**src/rtl/muldiv_sequencer.sv**
```systemverilog
// Multi-cycle RV32M sequencer: shift-add multiplier and restoring divider,
// one iteration per clock, with BUSY stall, one-cycle DONE pulse and held RESULT.
module muldiv_sequencer #(
   parameter int WIDTH = 32
) (
   input  logic             CLK,
   input  logic             RESET,
   input  logic             START,
   input  logic [4:0]       SELECT,
   input  logic [WIDTH-1:0] DATA1,
   input  logic [WIDTH-1:0] DATA2,
   input  logic             ABORT,
   output logic             BUSY,
   output logic             DONE,
   output logic [WIDTH-1:0] RESULT
);

   localparam int CW = $clog2(WIDTH);

   localparam logic [4:0] OP_MUL    = 5'b01011;
   localparam logic [4:0] OP_MULH   = 5'b01100;
   localparam logic [4:0] OP_MULHSU = 5'b01101;
   localparam logic [4:0] OP_MULHU  = 5'b01110;
   localparam logic [4:0] OP_DIV    = 5'b01111;
   localparam logic [4:0] OP_DIVU   = 5'b10000;
   localparam logic [4:0] OP_REM    = 5'b10001;
   localparam logic [4:0] OP_REMU   = 5'b10010;

   typedef enum logic [1:0] {S_IDLE, S_CALC, S_FIN} state_t;

   state_t             state_q, state_d;
   logic [CW-1:0]      cnt_q, cnt_d;
   logic [4:0]         op_q, op_d;
   logic               neg_q, neg_d;
   logic               neg_rem_q, neg_rem_d;
   logic [2*WIDTH-1:0] acc_q, acc_d;
   logic [WIDTH-1:0]   opnd_q, opnd_d;
   logic [WIDTH-1:0]   rem_q, rem_d;
   logic [WIDTH-1:0]   quot_q, quot_d;
   logic               done_q, done_d;
   logic [WIDTH-1:0]   result_q, result_d;

   // Request decode on the live inputs (only meaningful in IDLE)
   logic             is_m, is_div, s1_signed, s2_signed, sign1, sign2;
   logic             div_zero, div_ovf;
   logic [WIDTH-1:0] mag1, mag2;

   always_comb begin
      is_m      = (SELECT >= OP_MUL) && (SELECT <= OP_REMU);
      is_div    = (SELECT >= OP_DIV) && (SELECT <= OP_REMU);
      s1_signed = (SELECT == OP_MULH) || (SELECT == OP_MULHSU) ||
                  (SELECT == OP_DIV)  || (SELECT == OP_REM);
      s2_signed = (SELECT == OP_MULH) || (SELECT == OP_DIV) || (SELECT == OP_REM);
      sign1     = s1_signed && DATA1[WIDTH-1];
      sign2     = s2_signed && DATA2[WIDTH-1];
      mag1      = sign1 ? -DATA1 : DATA1;
      mag2      = sign2 ? -DATA2 : DATA2;
      div_zero  = is_div && (DATA2 == '0);
      div_ovf   = ((SELECT == OP_DIV) || (SELECT == OP_REM)) &&
                  (DATA1 == {1'b1, {(WIDTH-1){1'b0}}}) && (DATA2 == '1);
   end

   // One iteration of each datapath, from the latched state
   logic             op_is_div;
   logic [WIDTH:0]   mul_sum, div_shift, div_diff;
   logic [2*WIDTH-1:0] acc_step, prod;
   logic [WIDTH-1:0] quot_signed, rem_signed, fin_result;

   always_comb begin
      op_is_div   = (op_q >= OP_DIV);
      mul_sum     = {1'b0, acc_q[2*WIDTH-1:WIDTH]} + (acc_q[0] ? {1'b0, opnd_q} : '0);
      acc_step    = {mul_sum, acc_q[WIDTH-1:1]};
      div_shift   = {rem_q, quot_q[WIDTH-1]};
      div_diff    = div_shift - {1'b0, opnd_q};
      prod        = neg_q ? -acc_q : acc_q;
      quot_signed = neg_q ? -quot_q : quot_q;
      rem_signed  = neg_rem_q ? -rem_q : rem_q;
      case (op_q)
         OP_MUL:                      fin_result = prod[WIDTH-1:0];
         OP_MULH, OP_MULHSU, OP_MULHU: fin_result = prod[2*WIDTH-1:WIDTH];
         OP_DIV, OP_DIVU:             fin_result = quot_signed;
         default:                     fin_result = rem_signed;
      endcase
   end

   always_comb begin
      state_d   = state_q;
      cnt_d     = cnt_q;
      op_d      = op_q;
      neg_d     = neg_q;
      neg_rem_d = neg_rem_q;
      acc_d     = acc_q;
      opnd_d    = opnd_q;
      rem_d     = rem_q;
      quot_d    = quot_q;
      done_d    = 1'b0;
      result_d  = result_q;
      case (state_q)
         S_IDLE: begin
            if (START && !ABORT && is_m) begin
               op_d  = SELECT;
               cnt_d = '0;
               if (div_zero || div_ovf) begin
                  // Special results bypass iteration; sign fixup is disabled
                  state_d   = S_FIN;
                  neg_d     = 1'b0;
                  neg_rem_d = 1'b0;
                  acc_d     = '0;
                  quot_d    = div_zero ? '1 : {1'b1, {(WIDTH-1){1'b0}}};
                  rem_d     = div_zero ? DATA1 : '0;
               end else begin
                  state_d   = S_CALC;
                  neg_d     = sign1 ^ sign2;
                  neg_rem_d = sign1;
                  acc_d     = {{WIDTH{1'b0}}, mag2};
                  opnd_d    = is_div ? mag2 : mag1;
                  quot_d    = mag1;
                  rem_d     = '0;
               end
            end
         end
         S_CALC: begin
            if (ABORT) begin
               state_d = S_IDLE;
            end else begin
               cnt_d = cnt_q + 1'b1;
               if (op_is_div) begin
                  rem_d  = div_diff[WIDTH] ? div_shift[WIDTH-1:0] : div_diff[WIDTH-1:0];
                  quot_d = {quot_q[WIDTH-2:0], ~div_diff[WIDTH]};
               end else begin
                  acc_d = acc_step;
               end
               if (cnt_q == CW'(WIDTH-1)) state_d = S_FIN;
            end
         end
         S_FIN: begin
            state_d = S_IDLE;
            if (!ABORT) begin
               done_d   = 1'b1;
               result_d = fin_result;
            end
         end
         default: state_d = S_IDLE;
      endcase
   end

   always_ff @(posedge CLK or posedge RESET) begin
      if (RESET) begin
         state_q   <= S_IDLE;
         cnt_q     <= '0;
         op_q      <= '0;
         neg_q     <= 1'b0;
         neg_rem_q <= 1'b0;
         acc_q     <= '0;
         opnd_q    <= '0;
         rem_q     <= '0;
         quot_q    <= '0;
         done_q    <= 1'b0;
         result_q  <= '0;
      end else begin
         state_q   <= state_d;
         cnt_q     <= cnt_d;
         op_q      <= op_d;
         neg_q     <= neg_d;
         neg_rem_q <= neg_rem_d;
         acc_q     <= acc_d;
         opnd_q    <= opnd_d;
         rem_q     <= rem_d;
         quot_q    <= quot_d;
         done_q    <= done_d;
         result_q  <= result_d;
      end
   end

   assign BUSY   = (state_q != S_IDLE);
   assign DONE   = done_q;
   assign RESULT = result_q;

endmodule

```
**config.mk**
```make
export PLATFORM = sky130hd
export DESIGN_NAME = muldiv_sequencer
export DESIGN_NICKNAME = d
export VERILOG_FILES = /design/src/rtl/muldiv_sequencer.sv
export SDC_FILE = /design/constraint.sdc
export NUM_CORES = 1
export LEC_CHECK = 0
export CAP_MARGIN = 20
export CORE_ASPECT_RATIO = 0.9
export CORE_MARGIN = 1
export CORE_UTILIZATION = 57
export CTS_BUF_LIST = sky130_fd_sc_hd__clkbuf_2 sky130_fd_sc_hd__clkbuf_4 sky130_fd_sc_hd__clkbuf_8
export CTS_CLUSTER_DIAMETER = 60
export DETAILED_ROUTE_END_ITERATION = 10
export PLACE_DENSITY = 0.8
export SETUP_SLACK_MARGIN = 0.5
export SYNTH_ARGS = -nofsm -noshare
export SYNTH_HDL_FRONTEND = slang
export SYNTH_SLANG_ARGS = --single-unit
```
**constraint.sdc**
```tcl
create_clock -name CLK -period 6.6 [get_ports CLK]
set_input_delay 0.66 -clock CLK [delete_from_list [all_inputs] [get_ports CLK]]
set_output_delay 0.66 -clock CLK [all_outputs]
set_load 0.005 [all_outputs]
```
==> results.toml <==
[sta]
slew_headroom = 0.2168
finalHoldViolations = 0
finalClockSkew_ns = 0.04411
drv_slew = 0
whs_ns = 0.4807
finalSetupViolCount = 0
min_period_ns = 4.399
finalCritPeriodShare = 0.6665
fmax_mhz = 227.3
tns_ns = 0
tightest_slew_ns = 1.171
rsz0062_at_grt = "no"

[logic_synthesis]
synth.avg_cell_area_um2 = 7.984
ys_ff_latch = 207
synthCells = 2116
synth_top_area_share = 0.3066
syn_nets = 2263
async_flop_share = 1.000
yosys-top-cells-area = "dfrtp_1, o21ai_0, xnor2_1, xor2_1, nand2_1"
synth_cell_types = 79
yosysTopAreaCell = "dfrtp_1"
yosysWarnings = 0
ys.flop_type = "dfrtp_1"
ys_seq_area_frac = 0.3066
syn_area_mm2 = 0.01689
synth-edff-count = 0

[worst_setup_path]
slowest_delay_ns = 0.74
crit_slowest_cell = "or3_2"
critPathRequiredTime_ns = 7.04
critPathLaunchType = "input port"
crit_chain = "clkdlybuf4s50_1 -> or4_1 -> nor4_1 -> nand2b_1 -> nor3_1 -> nand2_1 -> nor3_1 -> or3_2 -> buf_4 -> o21ai_0"
crit_path_frequent_cell = "nor3_1"
setup.worst_path.end_class = "flop"
critical_path_class = "input port to flop"
crit_fanout = 44
worstPathArrival_ns = 4.84

[clock_network]
cts_made_buffers = 40
ctsResizeCount = 0
cts_tree = "built"
cts_max_path_buffers = 3
cts.sinks = 207
path_clk_slew_ns = 0.06
cts_root_buf = "clkbuf_8"
holdBufCountCts = 0
clk_latency_ns = 0.59
htree_levels = 2
post-cts-setup-buffers = 0

[power_and_ir_drop]
irDropWorstVdd_mv = 0.4796
power.leakage_nw = 7.952
design_power_total_w = 0.007116
power.density_mw_per_mm2 = 370.7

[die]
die_h_um = 165.3
num_rows = 59
die_w_um = 183.5
start_util = 0.5823
pin_count = 107
die_area_mm2 = 0.03033
core_mm2 = 0.02901

[cells_and_area]
nNetsFinal = 2327
final_cell_mix = "o21ai_0, nand2_1, dfrtp_1, nor2_1, a21oi_1"
final-seq-area_mm2 = 0.005181
nFillCells = 2553
drive_gt1_frac = 0.06561
fin_util = 0.6618
syn_to_final_growth_pct = 13.64
multi_input_area_mm2 = 0.01104
layout_commonest_cell = "o21ai_0"

[placement]
dpl.hpwl_mm = 50.18
port_buffers = 106
gp_congestion = 1.071

[detailed_routing]
drt_wl_total_mm = 64.99
drt.antenna.violating_nets = 0
drc = 0
wire_per_inst_um = 24.93
dr.pass1.iters = 6
drt_iter0_drc = 2174
num_vias = 17377
vias_per_cell = 6.666

[global_route]
antenna_found_initial = 2
grt_usage = 0.4267
grt_overflow = 0
grt_max_degree = 75
grt_pass1_vias = 15810
grt_pass1_wl_mm = 96.46

[outcome]
outcome = "finished, final reports clean"

[run]
maxCapViolCount = 0

[worst_hold_path]
hp-class = "flop to flop"
==> state kept, by name, indices dropped and copies added, names as in the netlist <==
register   count
rem_q         32
acc_q         64
op_q           5
cnt_q          5
DONE           1
neg_rem_q      1
opnd_q        32
RESULT        32
neg_q          1
quot_q        32
state_q        2
==> where the power goes <==
part / internal (W) / leakage (nW) / switching, W / total (W)
Clock: 0.000815 / 0.466 / 0.000622 / 0.00144
Combinational: 0.00139 / 4.81 / 0.00219 / 0.00358
Sequential: 0.00158 / 2.67 / 0.000522 / 0.00210
Total: 0.00379 / 7.95 / 0.00333 / 0.00712
==> through the flow <==
step           setup slack (ns)  std cells  area (µm²)
2_1_floorplan             3.254       2116       16900
3_3_place_gp              1.828       2533       18290
3_5_place_dp              1.682       2534       18310
4_1_cts                   2.284       2606       19200
5_1_grt                   2.006       2606       19200
6_report                  2.201       2607       19200
==> critical path, delay by kind of cell <==
| family | cells | cell delay [ns] |
|---|---|---|
| compound gates | 1 | 0.17 |
| buf+inv | 2 | 0.95 |
| simple gates | 7 | 3.01 |
==> logic make-up (layout without fill, tap and decap cells) <==
group	Yosys count	count (layout)	share of synthesized area
AO/OA/AOI/OAI	742	742	0.2758
AND/OR/NAND/NOR	629	629	0.1751
XOR/XNOR	235	235	0.1218
flip-flops	207	207	0.3066
buffers and inverters	194	288	0.04385
adder cells (fa/ha/maj)	74	74	0.05570
multiplexers	35	35	0.02111
other	0	1	0
==> synthesized netlist by cell type, drive strengths merged, types with 28 or more instances <==
cell / n
a21oi: 159
inv: 82
dfrtp: 207
o21ai: 255
ha: 72
nor3: 36
o41ai: 28
xnor2: 125
nor2: 165
a22oi: 33
xor2: 110
clkbuf: 98
o22ai: 39
o31ai: 52
nand2: 242
mux2i: 30
==> layer usage <==
| layer | global-route usage | vias up | wire length [µm] |
|---|---|---|---|
| met3 | 0.1020 | 212 | 6606 |
| met5 | 0 | - | 23 |
| met1 | 0.5545 | 8301 | 26050 |
| met4 | 0.2538 | 4 | 4191 |
| li1 | - | 7838 | - |
| met2 | 0.6465 | 1022 | 28110 |
==> final timing paths <==
path,from,endpoint,slack (ns),depth (start not counted)
max reg2reg,acc_q[20],RESULT[29],2.29,9
max in group asynchronous,RESET,opnd_q[8],4.61,3
min reg2reg,opnd_q[28],opnd_q[28],0.48,2
max,DATA1[9],opnd_q[11],2.20,10
min in group asynchronous,RESET,acc_q[61],0.57,2
min,opnd_q[28],opnd_q[28],0.48,2
==> cell type report <==
cell class,instances,area share
timing repair buffer,133,0.06648
inverter,83,0.01642
multi-input combinational,1715,0.5751
tap,396,0.02581
antenna,1,0.0001303
clock inverter,5,0.001760
clock buffer,67,0.04445
sequential,207,0.2699
Power figures use the tool's default switching activity.
